`config.mk`:
```
export PLATFORM = sky130hd
export DESIGN_NAME = vc_test_rr_merge_flat
export DESIGN_NICKNAME = d
export VERILOG_FILES = /design/src/rtl/vc_test_rr_merge_if.sv /design/src/rtl/vc_test_rr_merge.sv /design/src/flat_wrapper.sv
export SDC_FILE = /design/constraint.sdc
export NUM_CORES = 1
export LEC_CHECK = 0
export ABC_AREA = 1
export BUFFER_PORTS_ARGS = -buffer_cell sky130_fd_sc_hd__buf_2
export CORE_MARGIN = 3
export CORE_UTILIZATION = 45
export CTS_CLUSTER_DIAMETER = 40
export CTS_CLUSTER_SIZE = 30
export DETAILED_ROUTE_END_ITERATION = 6
export HOLD_SLACK_MARGIN = 0.02
export PLACE_DENSITY = 0.77
export SYNTH_ARGS = -nofsm -noshare
export SYNTH_HDL_FRONTEND = slang
export SYNTH_SLANG_ARGS = --single-unit
```
`constraint.sdc`:
```
create_clock -name clk -period 2.59 [get_ports clk]
set_clock_uncertainty 0.2 [all_clocks]
set_input_delay 0.259 -clock clk [delete_from_list [all_inputs] [get_ports clk]]
set_output_delay 0.259 -clock clk [all_outputs]
set_load 0.01 [all_outputs]
```
`src/rtl/vc_test_rr_merge_if.sv`:
```
// Handshake bundle for vc_test_rr_merge: p_nreqs val/rdy requesters in,
// one tagged val/rdy channel out.
interface vc_test_rr_merge_if #(
  parameter int p_nreqs  = 2,
  parameter int p_msg_sz = 8,
  parameter int p_idx_sz = 1
);
  logic [p_nreqs-1:0]          in_val;
  logic [p_nreqs-1:0]          in_rdy;
  logic [p_nreqs*p_msg_sz-1:0] in_msg;
  logic                        out_val;
  logic                        out_rdy;
  logic [p_msg_sz-1:0]         out_msg;
  logic [p_idx_sz-1:0]         out_idx;

  // master: the harness side (sources and sink); slave: the merge block
  modport master (
    output in_val, in_msg, out_rdy,
    input  in_rdy, out_val, out_msg, out_idx
  );

  modport slave (
    input  in_val, in_msg, out_rdy,
    output in_rdy, out_val, out_msg, out_idx
  );
endinterface

```
`src/rtl/vc_test_rr_merge.sv`:
```
// Round-robin merge of p_nreqs val/rdy sources into one single-entry
// output register; each message is tagged with its source index.
module vc_test_rr_merge #(
  parameter int p_nreqs  = 2,
  parameter int p_msg_sz = 8,
  parameter int p_idx_sz = 1
) (
  input  logic               clk,
  input  logic               reset_n,
  vc_test_rr_merge_if.slave  bus
);

  localparam logic [0:0] S_EMPTY = 1'b0;
  localparam logic [0:0] S_FULL  = 1'b1;

  logic [0:0]          state;
  logic [p_idx_sz-1:0] ptr;
  logic [p_msg_sz-1:0] msg_q;
  logic [p_idx_sz-1:0] idx_q;

  logic                grant_any;
  logic [p_idx_sz-1:0] grant_idx;
  logic [p_msg_sz-1:0] grant_msg;
  logic                can_accept;
  logic                accept;

  // A draining output register can be refilled in the same cycle.
  assign can_accept = (state == S_EMPTY) || bus.out_rdy;

  // Search ptr, ptr+1, ... (mod p_nreqs); the inner loop keeps every
  // vector index a constant after unrolling.
  // NOTE: every variable written here gets a default first, so no latch is inferred.
  always_comb begin
    grant_any = 1'b0;
    grant_idx = '0;
    grant_msg = '0;
    for (int k = 0; k < p_nreqs; k++) begin
      for (int i = 0; i < p_nreqs; i++) begin
        if (!grant_any && (i == (int'(ptr) + k) % p_nreqs) && bus.in_val[i]) begin
          grant_any = 1'b1;
          grant_idx = p_idx_sz'(i);
          grant_msg = bus.in_msg[i*p_msg_sz +: p_msg_sz];
        end
      end
    end
  end

  // reset_n gates ready so nothing appears accepted while reset is held.
  always_comb begin
    bus.in_rdy = '0;
    for (int i = 0; i < p_nreqs; i++) begin
      bus.in_rdy[i] = grant_any && (int'(grant_idx) == i) && can_accept && reset_n;
    end
  end

  assign accept = grant_any && can_accept;

  // NOTE: sequential state uses non-blocking assignments only.
  always_ff @(posedge clk or negedge reset_n) begin
    if (!reset_n) begin
      state <= S_EMPTY;
      ptr   <= '0;
      msg_q <= '0;
      idx_q <= '0;
    end else if (accept) begin
      state <= S_FULL;
      msg_q <= grant_msg;
      idx_q <= grant_idx;
      ptr   <= (int'(grant_idx) == p_nreqs - 1) ? '0 : grant_idx + 1'b1;
    end else if ((state == S_FULL) && bus.out_rdy) begin
      // Drained with no refill: data and tag keep their stale values.
      state <= S_EMPTY;
    end
  end

  assign bus.out_val = (state == S_FULL);
  assign bus.out_msg = msg_q;
  assign bus.out_idx = idx_q;

endmodule

```
`src/flat_wrapper.sv`:
```
// flat-port wrapper written by rule: the top's interface ports become plain ports
module vc_test_rr_merge_flat 
#(
  parameter int p_nreqs  = 2,
  parameter int p_msg_sz = 8,
  parameter int p_idx_sz = 1
)
  (clk, reset_n, bus_in_val, bus_in_msg, bus_out_rdy, bus_in_rdy, bus_out_val, bus_out_msg, bus_out_idx);
  vc_test_rr_merge_if #(.p_nreqs(p_nreqs), .p_msg_sz(p_msg_sz), .p_idx_sz(p_idx_sz)) bus_i ();
  input  logic clk;
  input  logic reset_n;
  input wire logic [$bits(bus_i.in_val)-1:0] bus_in_val;
  input wire logic [$bits(bus_i.in_msg)-1:0] bus_in_msg;
  input wire logic [$bits(bus_i.out_rdy)-1:0] bus_out_rdy;
  output wire logic [$bits(bus_i.in_rdy)-1:0] bus_in_rdy;
  output wire logic [$bits(bus_i.out_val)-1:0] bus_out_val;
  output wire logic [$bits(bus_i.out_msg)-1:0] bus_out_msg;
  output wire logic [$bits(bus_i.out_idx)-1:0] bus_out_idx;
  assign bus_i.in_val = bus_in_val;
  assign bus_i.in_msg = bus_in_msg;
  assign bus_i.out_rdy = bus_out_rdy;
  assign bus_in_rdy = bus_i.in_rdy;
  assign bus_out_val = bus_i.out_val;
  assign bus_out_msg = bus_i.out_msg;
  assign bus_out_idx = bus_i.out_idx;
  vc_test_rr_merge #(.p_nreqs(p_nreqs), .p_msg_sz(p_msg_sz), .p_idx_sz(p_idx_sz)) u_core (.clk(clk), .reset_n(reset_n), .bus(bus_i));
endmodule
```
==> reports/qor.yml, run 1 <==
status:
  status: "finished clean"
synth:
  yosys.area_share.simple_pct: 41.6
  synth-seq-cells: 11
  syn-mean-instance-area_sq_um: 7.52
  synth_top_family_by_area: "simple AND/OR/NAND/NOR gates"
  synth-compound-area-share_pct: 6.40
  seq_area_frac_synth_pct: 46.9
  netlist_area_sq_um: 587
  synth_mux_area_share_pct: 0
  syn_nets: 99
  synth_fa_ha_area_share_pct: 0
  ys_types: 10
  yosys_warnings: 0
  synth-xor-area-share_pct: 0
  syn_inst: 78
critical_path:
  worstPathRequired_ns: 2.13
  cp-end-kind: "output port"
  cp_max_fo: 12
  critPathArrivalTime_ns: 1.40
  worstSetupStartpointType: "primary input"
  crit_type: "in -> out"
  rr_worst_depth: 6
cts:
  clock-sinks: 11
  clk_path_buf_depth: 2
  htreeDepth: 1
  post_cts_resized: 0
  tritoncts: "built"
  cts_root_buf: "clkbuf_4"
  clock_latency_ns: 0.26
  path_clk_slew_ns: 0.07
  cts-buffers-inserted: 3
power:
  leakage_nw: 0.471
  powerDensity_nw_per_um2: 568
  pwr-share-comb_pct: 27.0
  intPower_mw: 0.304
  power_mw: 0.444
  ir_drop_mv: 0.288
  p_clk_share_pct: 26.2
  switchingPower_mw: 0.140
  p_seq_share_pct: 46.8
  netSwitchingFraction_pct: 31.5
cells_and_area:
  nNetsFinal: 135
  layout_common_cells: "nand2_1, buf_2, nand3_1, dfrtp_1"
  fin_area_sq_um: 782
  syn_to_final_growth_pct: 33.3
  insertedDiodeCount: 0
  drive_gt1_share_pct: 32.7
  final_common_cell: "nand2_1"
floorplan:
  ios: 33
  die_h_um: 42.1
  fp.coreArea_sq_um: 1170
  rows: 12
  die_area_sq_um: 1770
  fp.dieW_um: 42.1
  start_util_pct: 50.1
placement:
  placed_area_sq_um: 746
  place.gp.congestion: 0.760
  preCtsSetupSlack_ns: 1.06
  numPortBuffers: 32
  dpl.hpwl_um: 1080
sta:
  whs_ns: 0.109
  hold_viol_final: 0
  setup_viol: 0
  period_minus_slack_ns: 1.86
  max_freq_ghz: 0.537
  drv_slew: 0
  min_period_over_period_pct: 71.9
  setup_slack_ns: 0.728
  setup_total_negative_slack_ns: 0
  max-slew-margin-rel_pct: 81.1
  rsz0062_at_grt: "no"
  worst_pin_slew_ns: 0.282
hold_path:
  worstHoldPathCells: 5
  hp-class: "in -> reg"
routing:
  drt-wirelength-per-cell_um: 11.8
  drt_first_pass_iters: 4
  drt-vias-per-instance: 5.05
  initialDrtViolationCount: 21
  wl_um: 1500
  route.vias.total: 641
  drtAntennaViolNets: 0
  drc: 0
run:
  maxCapViolations: 0
grt:
  grt_max_degree: 13
  overflow: 0
  grt_use_total_pct: 18.3
  first_global_vias: 580
  grt_pass1_wl_um: 2510
  antenna_found_initial: 0
-- area by class of cell --
| class | instances | area, sq um |
|---|---|---|
| clock buffer | 4 | 26.3 |
| multi-input combinational | 62 | 282 |
| inverter | 3 | 11.3 |
| timing repair buffer | 33 | 170 |
| tap | 14 | 17.5 |
| sequential | 11 | 275 |
| fill | 104 | 389 |
-- power groups by stage --
stage	Clock, mW	Sequential, mW	Combinational [mW]
after floorplan	0	0.222	0.0577
after CTS	0.120	0.208	0.121
after global routing	0.131	0.210	0.136
final	0.116	0.208	0.120
after global placement	0	0.210	0.118
after detailed placement	0	0.211	0.119
-- through the flow --
step           cells  util [%]
2_1_floorplan     78         -
3_3_place_gp     122      63.7
3_5_place_dp     122      63.7
4_1_cts          127      66.8
5_1_grt          127      66.8
6_report         127      66.8
-- state kept, by name, indices dropped and copies added (netlist names) --
signal              count
u_core.bus.out_msg      8
u_core.bus.out_idx      1
u_core.bus.out_val      1
u_core.ptr              1
-- synthesized netlist by cell type --
cell type  count  area share [%]
inv_1          3             1.9
a21oi_4        1             2.8
o21ai_0        1            0.85
o21ai_4        1             2.8
dfrtp_1       11              47
nand3_1       18              15
buf_6          1             1.9
nand2_1       38              24
buf_4          1             1.3
nor2_1         3             1.9
-- path summary, 6_finish.rpt --
check	endpoint	start	slack, ns
min in group asynchronous	u_core.bus.out_msg[5]$_DFFE_PN0P_	reset_n	0.19
hold reg to reg	u_core.bus.out_msg[7]$_DFFE_PN0P_	u_core.bus.out_msg[7]$_DFFE_PN0P_	0.28
max in group asynchronous	u_core.bus.out_msg[3]$_DFFE_PN0P_	reset_n	1.79
setup / recovery	bus_in_rdy[0]	reset_n	0.73
hold / removal	u_core.bus.out_msg[4]$_DFFE_PN0P_	bus_in_msg[12]	0.11
setup reg to reg	u_core.bus.out_msg[3]$_DFFE_PN0P_	u_core.ptr$_DFFE_PN0P_	1.34
-- worst max-delay path: stages --
cell,delay (ns)
dlygate4sd3_1,0.51
buf_2,0.27
inv_1,0.10
nor2_1,0.12
buf_2,0.14
-- repair_timing --
item                                   CTS  global route
endpoints found under the hold margin   11             0
hold buffers                             1             0
buffers inserted                         0             0
-- kinds of logic (layout without fill, tap and decap cells) --
| group | count (synthesis) | in the layout |
|---|---|---|
| flip-flops | 11 | 11 |
| buffers and inverters | 5 | 40 |
| AO/OA/AOI/OAI | 3 | 3 |
| AND/OR/NAND/NOR | 59 | 59 |
-- routing by layer --
metal	GRT usage [%]	up-vias	wire length (um)
met5	0	-	0
met4	5.59	0	10
met3	4.72	2	136
met2	32.1	33	739
met1	21.6	282	613
li1	-	324	-
Power figures use the tool's default switching activity.
==> run 2: changes to the inputs <==
--- a/config.mk
+++ b/config.mk
@@ -8,12 +8,12 @@
 export ABC_AREA = 1
 export BUFFER_PORTS_ARGS = -buffer_cell sky130_fd_sc_hd__buf_2
 export CORE_MARGIN = 3
-export CORE_UTILIZATION = 45
+export CORE_UTILIZATION = 41
 export CTS_CLUSTER_DIAMETER = 40
 export CTS_CLUSTER_SIZE = 30
 export DETAILED_ROUTE_END_ITERATION = 6
 export HOLD_SLACK_MARGIN = 0.02
-export PLACE_DENSITY = 0.77
+export PLACE_DENSITY = 0.71
 export SYNTH_ARGS = -nofsm -noshare
 export SYNTH_HDL_FRONTEND = slang
 export SYNTH_SLANG_ARGS = --single-unit
==> constraint.sdc (replaced) <==
create_clock -name clk -period 1.8 [get_ports clk]
set_clock_uncertainty 0.2 [all_clocks]
set_input_delay 0.18 -clock clk [delete_from_list [all_inputs] [get_ports clk]]
set_output_delay 0.18 -clock clk [all_outputs]
set_load 0.01 [all_outputs]
==> reports/qor.yml, run 2 (same netlist as run 1, synthesis figures left out) <==
status:
  status: "finished clean"
cells_and_area:
  largest_reg_flops: 8
  insertedDiodeCount: 0
  layout_common_cells: "nand2_1, buf_2, nand3_1, dfrtp_1"
  fin_area_sq_um: 783
  nNetsFinal: 135
  syn_to_final_growth_pct: 33.5
  final_util_pct: 59.4
  nFillCells: 136
  drive_gt1_share_pct: 32.7
  final_common_cell: "nand2_1"
floorplan:
  start_util_pct: 44.5
  die_area_sq_um: 1920
  fp.dieW_um: 43.8
  rows: 13
  ios: 33
  die_h_um: 43.8
  fp.coreArea_sq_um: 1320
cts:
  post_cts_resized: 0
  cts_root_buf: "clkbuf_4"
  clock-sinks: 11
  clock_latency_ns: 0.28
  cts-buffers-inserted: 3
  path_clk_slew_ns: 0.07
  tritoncts: "built"
  clk_path_buf_depth: 2
  htreeDepth: 1
sta:
  period_minus_slack_ns: 1.69
  rsz0062_at_grt: "no"
  setup_total_negative_slack_ns: 0
  max_freq_ghz: 0.591
  min_period_over_period_pct: 94.0
  drv_slew: 0
  setup_viol: 0
  max-slew-margin-rel_pct: 81.0
  worst_pin_slew_ns: 0.284
  hold_viol_final: 0
power:
  leakage_nw: 0.471
  power_mw: 0.644
  ir_drop_mv: 0.489
  switchingPower_mw: 0.206
  p_clk_share_pct: 27.2
  powerDensity_nw_per_um2: 823
  intPower_mw: 0.438
  pwr-share-comb_pct: 26.6
  p_seq_share_pct: 46.2
  netSwitchingFraction_pct: 32.0
critical_path:
  worst_path_max_delay_cell: "dlygate4sd3_1"
  critPathArrivalTime_ns: 1.31
  reg2reg_from: "u_core.ptr$_DFFE_PN0P_"
  worstSetupStartpointType: "primary input"
  rrSetupSlack_ns: 0.58
  rr_worst_depth: 6
  crit_cells: 5
  cpPeakStageDelay_ns: 0.52
  endpoint: "bus_in_rdy[0]"
  path_buf_inv: 4
  r2r_end: "u_core.bus.out_msg[1]$_DFFE_PN0P_"
  cp-end-kind: "output port"
  crit_type: "in -> out"
  worstPathRequired_ns: 1.42
  critPathTopFamily: "buffers and inverters"
  path_cells: "dlygate4sd3_1 -> buf_2 -> inv_1 -> nor2_1 -> buf_2"
  startpoint: "reset_n"
  crit_top_cell: "buf_2"
  cp_max_fo: 12
routing:
  drt-vias-per-instance: 4.82
  wl_um: 1470
  drt_first_pass_iters: 4
  initialDrtViolationCount: 13
  drt-wirelength-per-cell_um: 11.5
  route.vias.total: 617
  drtAntennaViolNets: 0
  drc: 0
placement:
  numPortBuffers: 32
  placed_area_sq_um: 747
  place.gp.congestion: 0.786
  dpl.hpwl_um: 1090
grt:
  grt_pass1_wl_um: 2330
  grt_max_degree: 13
  first_global_vias: 536
  overflow: 0
  antenna_found_initial: 0
  grt_use_total_pct: 16.9
hold_path:
  hp-class: "in -> reg"
run:
  maxCapViolations: 0
## run 2: worst min-delay path by stage
| stage | start | depth (start not counted) | slack (ns) | endpoint |
|---|---|---|---|---|
| after detailed placement | reset_n | 1 | -0.12 | u_core.bus.out_msg[1]$_DFFE_PN0P_ |
| final | bus_in_msg[13] | 5 | 0.02 | u_core.bus.out_msg[5]$_DFFE_PN0P_ |
| after floorplan | reset_n | 0 | -0.32 | u_core.bus.out_idx$_DFFE_PN0P_ |
| after global routing | bus_in_msg[15] | 5 | 0.05 | u_core.bus.out_msg[7]$_DFFE_PN0P_ |
| after global placement | reset_n | 1 | -0.13 | u_core.bus.out_msg[1]$_DFFE_PN0P_ |
| after CTS | bus_in_msg[13] | 5 | 0.02 | u_core.bus.out_msg[5]$_DFFE_PN0P_ |
## run 2: power by group through the flow
stage	clock network [mW]	registers (mW)	logic, mW
global placement	0	0.302	0.171
floorplan	0	0.319	0.0830
finish	0.175	0.298	0.171
CTS	0.178	0.298	0.175
global route	0.188	0.301	0.192
detailed placement	0	0.303	0.172
## run 2: cell type report
type / count / area (sq um) / area share (%)
clock buffer: 4 / 26.3 / 3.35
inverter: 3 / 11.3 / 1.44
multi-input combinational: 62 / 282 / 35.9
sequential: 11 / 275 / 35.1
tap: 15 / 18.8 / 2.40
timing repair buffer: 33 / 170 / 21.7
## run 2: timing repair
item                                   in CTS  in global routing
buffers inserted                            0                  0
hold buffers                                1                  0
endpoints found under the hold margin      11                  0
## run 2: through the flow
step	worst slack (ns)	hold WS, ns	cells
floorplan	0.531	-0.316	78
global placement	0.441	-0.128	123
detailed placement	0.438	-0.124	123
CTS	0.0948	0.0221	128
global route	0.0205	0.0506	128
finish	0.109	0.0160	128
## run 2: worst register-to-register path: stages (launching register included)
cell and delay [ns]:
dfrtp_1 0.38, inv_1 0.07, nand2_1 0.18, nand3_1 0.12, nand2_1 0.06, nand2_1 0.06, nand2_1 0.04
## run 2: metal layers
metal | track usage [%] | routed length [um]
met3 | 2.90 | 90
met4 | 14.5 | 47
met2 | 26.2 | 698
met1 | 20.0 | 632
met5 | 0 | 0
==> run 3: changes to the inputs <==
--- a/config.mk
+++ b/config.mk
@@ -13,6 +13,7 @@
 export CTS_CLUSTER_SIZE = 30
 export DETAILED_ROUTE_END_ITERATION = 6
 export HOLD_SLACK_MARGIN = 0.02
+export MAX_ROUTING_LAYER = met4
 export PLACE_DENSITY = 0.71
 export SYNTH_ARGS = -nofsm -noshare
 export SYNTH_HDL_FRONTEND = slang
==> reports/qor.yml, run 3 (same netlist as run 1, synthesis figures left out) <==
routing:
  drt-wirelength-per-cell_um: 11.5
  drt-vias-per-instance: 4.82
  initialDrtViolationCount: 13
  route.vias.total: 617
  drtAntennaViolNets: 0
  wl_um: 1470
  drt_first_pass_iters: 4
  drc: 0
cells_and_area:
  largest_reg_flops: 8
  nNetsFinal: 135
  final_util_pct: 59.4
  syn_to_final_growth_pct: 33.5
  nFillCells: 136
  insertedDiodeCount: 0
  drive_gt1_share_pct: 32.7
  layout_common_cells: "nand2_1, buf_2, nand3_1, dfrtp_1"
  final_common_cell: "nand2_1"
sta:
  worst_pin_slew_ns: 0.284
  hold_viol_final: 0
  max-slew-margin-rel_pct: 81.0
  max_freq_ghz: 0.591
  drv_slew: 0
  min_period_over_period_pct: 94.0
  period_minus_slack_ns: 1.69
  setup_total_negative_slack_ns: 0
  rsz0062_at_grt: "no"
  setup_viol: 0
critical_path:
  critPathArrivalTime_ns: 1.31
  worstPathRequired_ns: 1.42
  cp_max_fo: 12
  worstSetupStartpointType: "primary input"
  cp-end-kind: "output port"
  crit_type: "in -> out"
  reg2reg_from: "u_core.ptr$_DFFE_PN0P_"
  startpoint: "reset_n"
status:
  status: "finished clean"
run:
  maxCapViolations: 0
floorplan:
  fp.dieW_um: 43.8
  die_h_um: 43.8
  start_util_pct: 44.5
  ios: 33
  rows: 13
  fp.coreArea_sq_um: 1320
  die_area_sq_um: 1920
cts:
  cts-buffers-inserted: 3
  clk_path_buf_depth: 2
  path_clk_slew_ns: 0.07
  post_cts_resized: 0
  clock_latency_ns: 0.28
  cts_root_buf: "clkbuf_4"
  htreeDepth: 1
  clock-sinks: 11
  postCtsSetupBuffers: 0
  tritoncts: "built"
  postCtsHoldBufs: 1
power:
  powerDensity_nw_per_um2: 823
  leakage_nw: 0.471
  ir_drop_mv: 0.489
grt:
  grt_use_total_pct: 17.4
  globalRouteMet3Util_pct: 2.90
  overflow: 0
  first_global_vias: 536
  antenna_found_initial: 0
  grt_busiest_layer: "met2"
  met2_usage_pct: 26.2
  grt_max_degree: 13
  grt_pass1_wl_um: 2340
  grt_use_met1_pct: 20.0
hold_path:
  hp-class: "in -> reg"
  worstHoldStart: "bus_in_msg[13]"
placement:
  dpl.hpwl_um: 1090
  numPortBuffers: 32
  place.gp.congestion: 0.797
[run 3: cell counts in the layout (fill, tap and decap cells not counted)]
Identical to the previous run, type by type.
[run 3: where the power goes]
part	total, mW	switching, mW	internal (mW)
Combinational	0.171	0.101	0.0706
Clock	0.175	0.0894	0.0861
Sequential	0.298	0.0162	0.281
Total	0.644	0.206	0.438
[run 3: area by class of cell]
class	instances	area, sq um	share of cell area [%]
Multi-Input combinational cell	62	282	35.9
Sequential cell	11	275	35.1
Timing Repair Buffer	33	170	21.7
Clock buffer	4	26.3	3.35
Tap cell	15	18.8	2.40
Inverter	3	11.3	1.44
[run 3: metrics by stage]
step / area [sq um] / setup WS (ns) / power (mW) / hold slack (ns) / cells
finish: 783 / 0.109 / 0.644 / 0.0160 / 128
global placement: 747 / 0.441 / 0.472 / -0.128 / 123
floorplan: 587 / 0.531 / 0.402 / -0.316 / 78
global route: 783 / 0.0205 / 0.682 / 0.0506 / 128
CTS: 783 / 0.0948 / 0.651 / 0.0221 / 128
detailed placement: 747 / 0.438 / 0.475 / -0.124 / 123
[run 3: final timing paths]
kind | end | slack (ns) | depth (start not counted)
min in group asynchronous | u_core.ptr$_DFFE_PN0P_ | 0.11 | 2
min reg2reg | u_core.bus.out_idx$_DFFE_PN0P_ | 0.27 | 2
max in group asynchronous | u_core.bus.out_msg[3]$_DFFE_PN0P_ | 1.07 | 2
max | bus_in_rdy[0] | 0.11 | 5
max reg2reg | u_core.bus.out_msg[1]$_DFFE_PN0P_ | 0.58 | 6
min | u_core.bus.out_msg[5]$_DFFE_PN0P_ | 0.02 | 5
[run 3: critical path, stage by stage]
cell,delay [ns]
dlygate4sd3_1,0.52
buf_2,0.27
inv_1,0.09
nor2_1,0.10
buf_2,0.13
[run 3: layer usage]
metal,up-vias,share of wire (%)
met4,0,3.2
met2,18,48
met3,5,6.1
met5,-,0
met1,271,43
li1,323,-
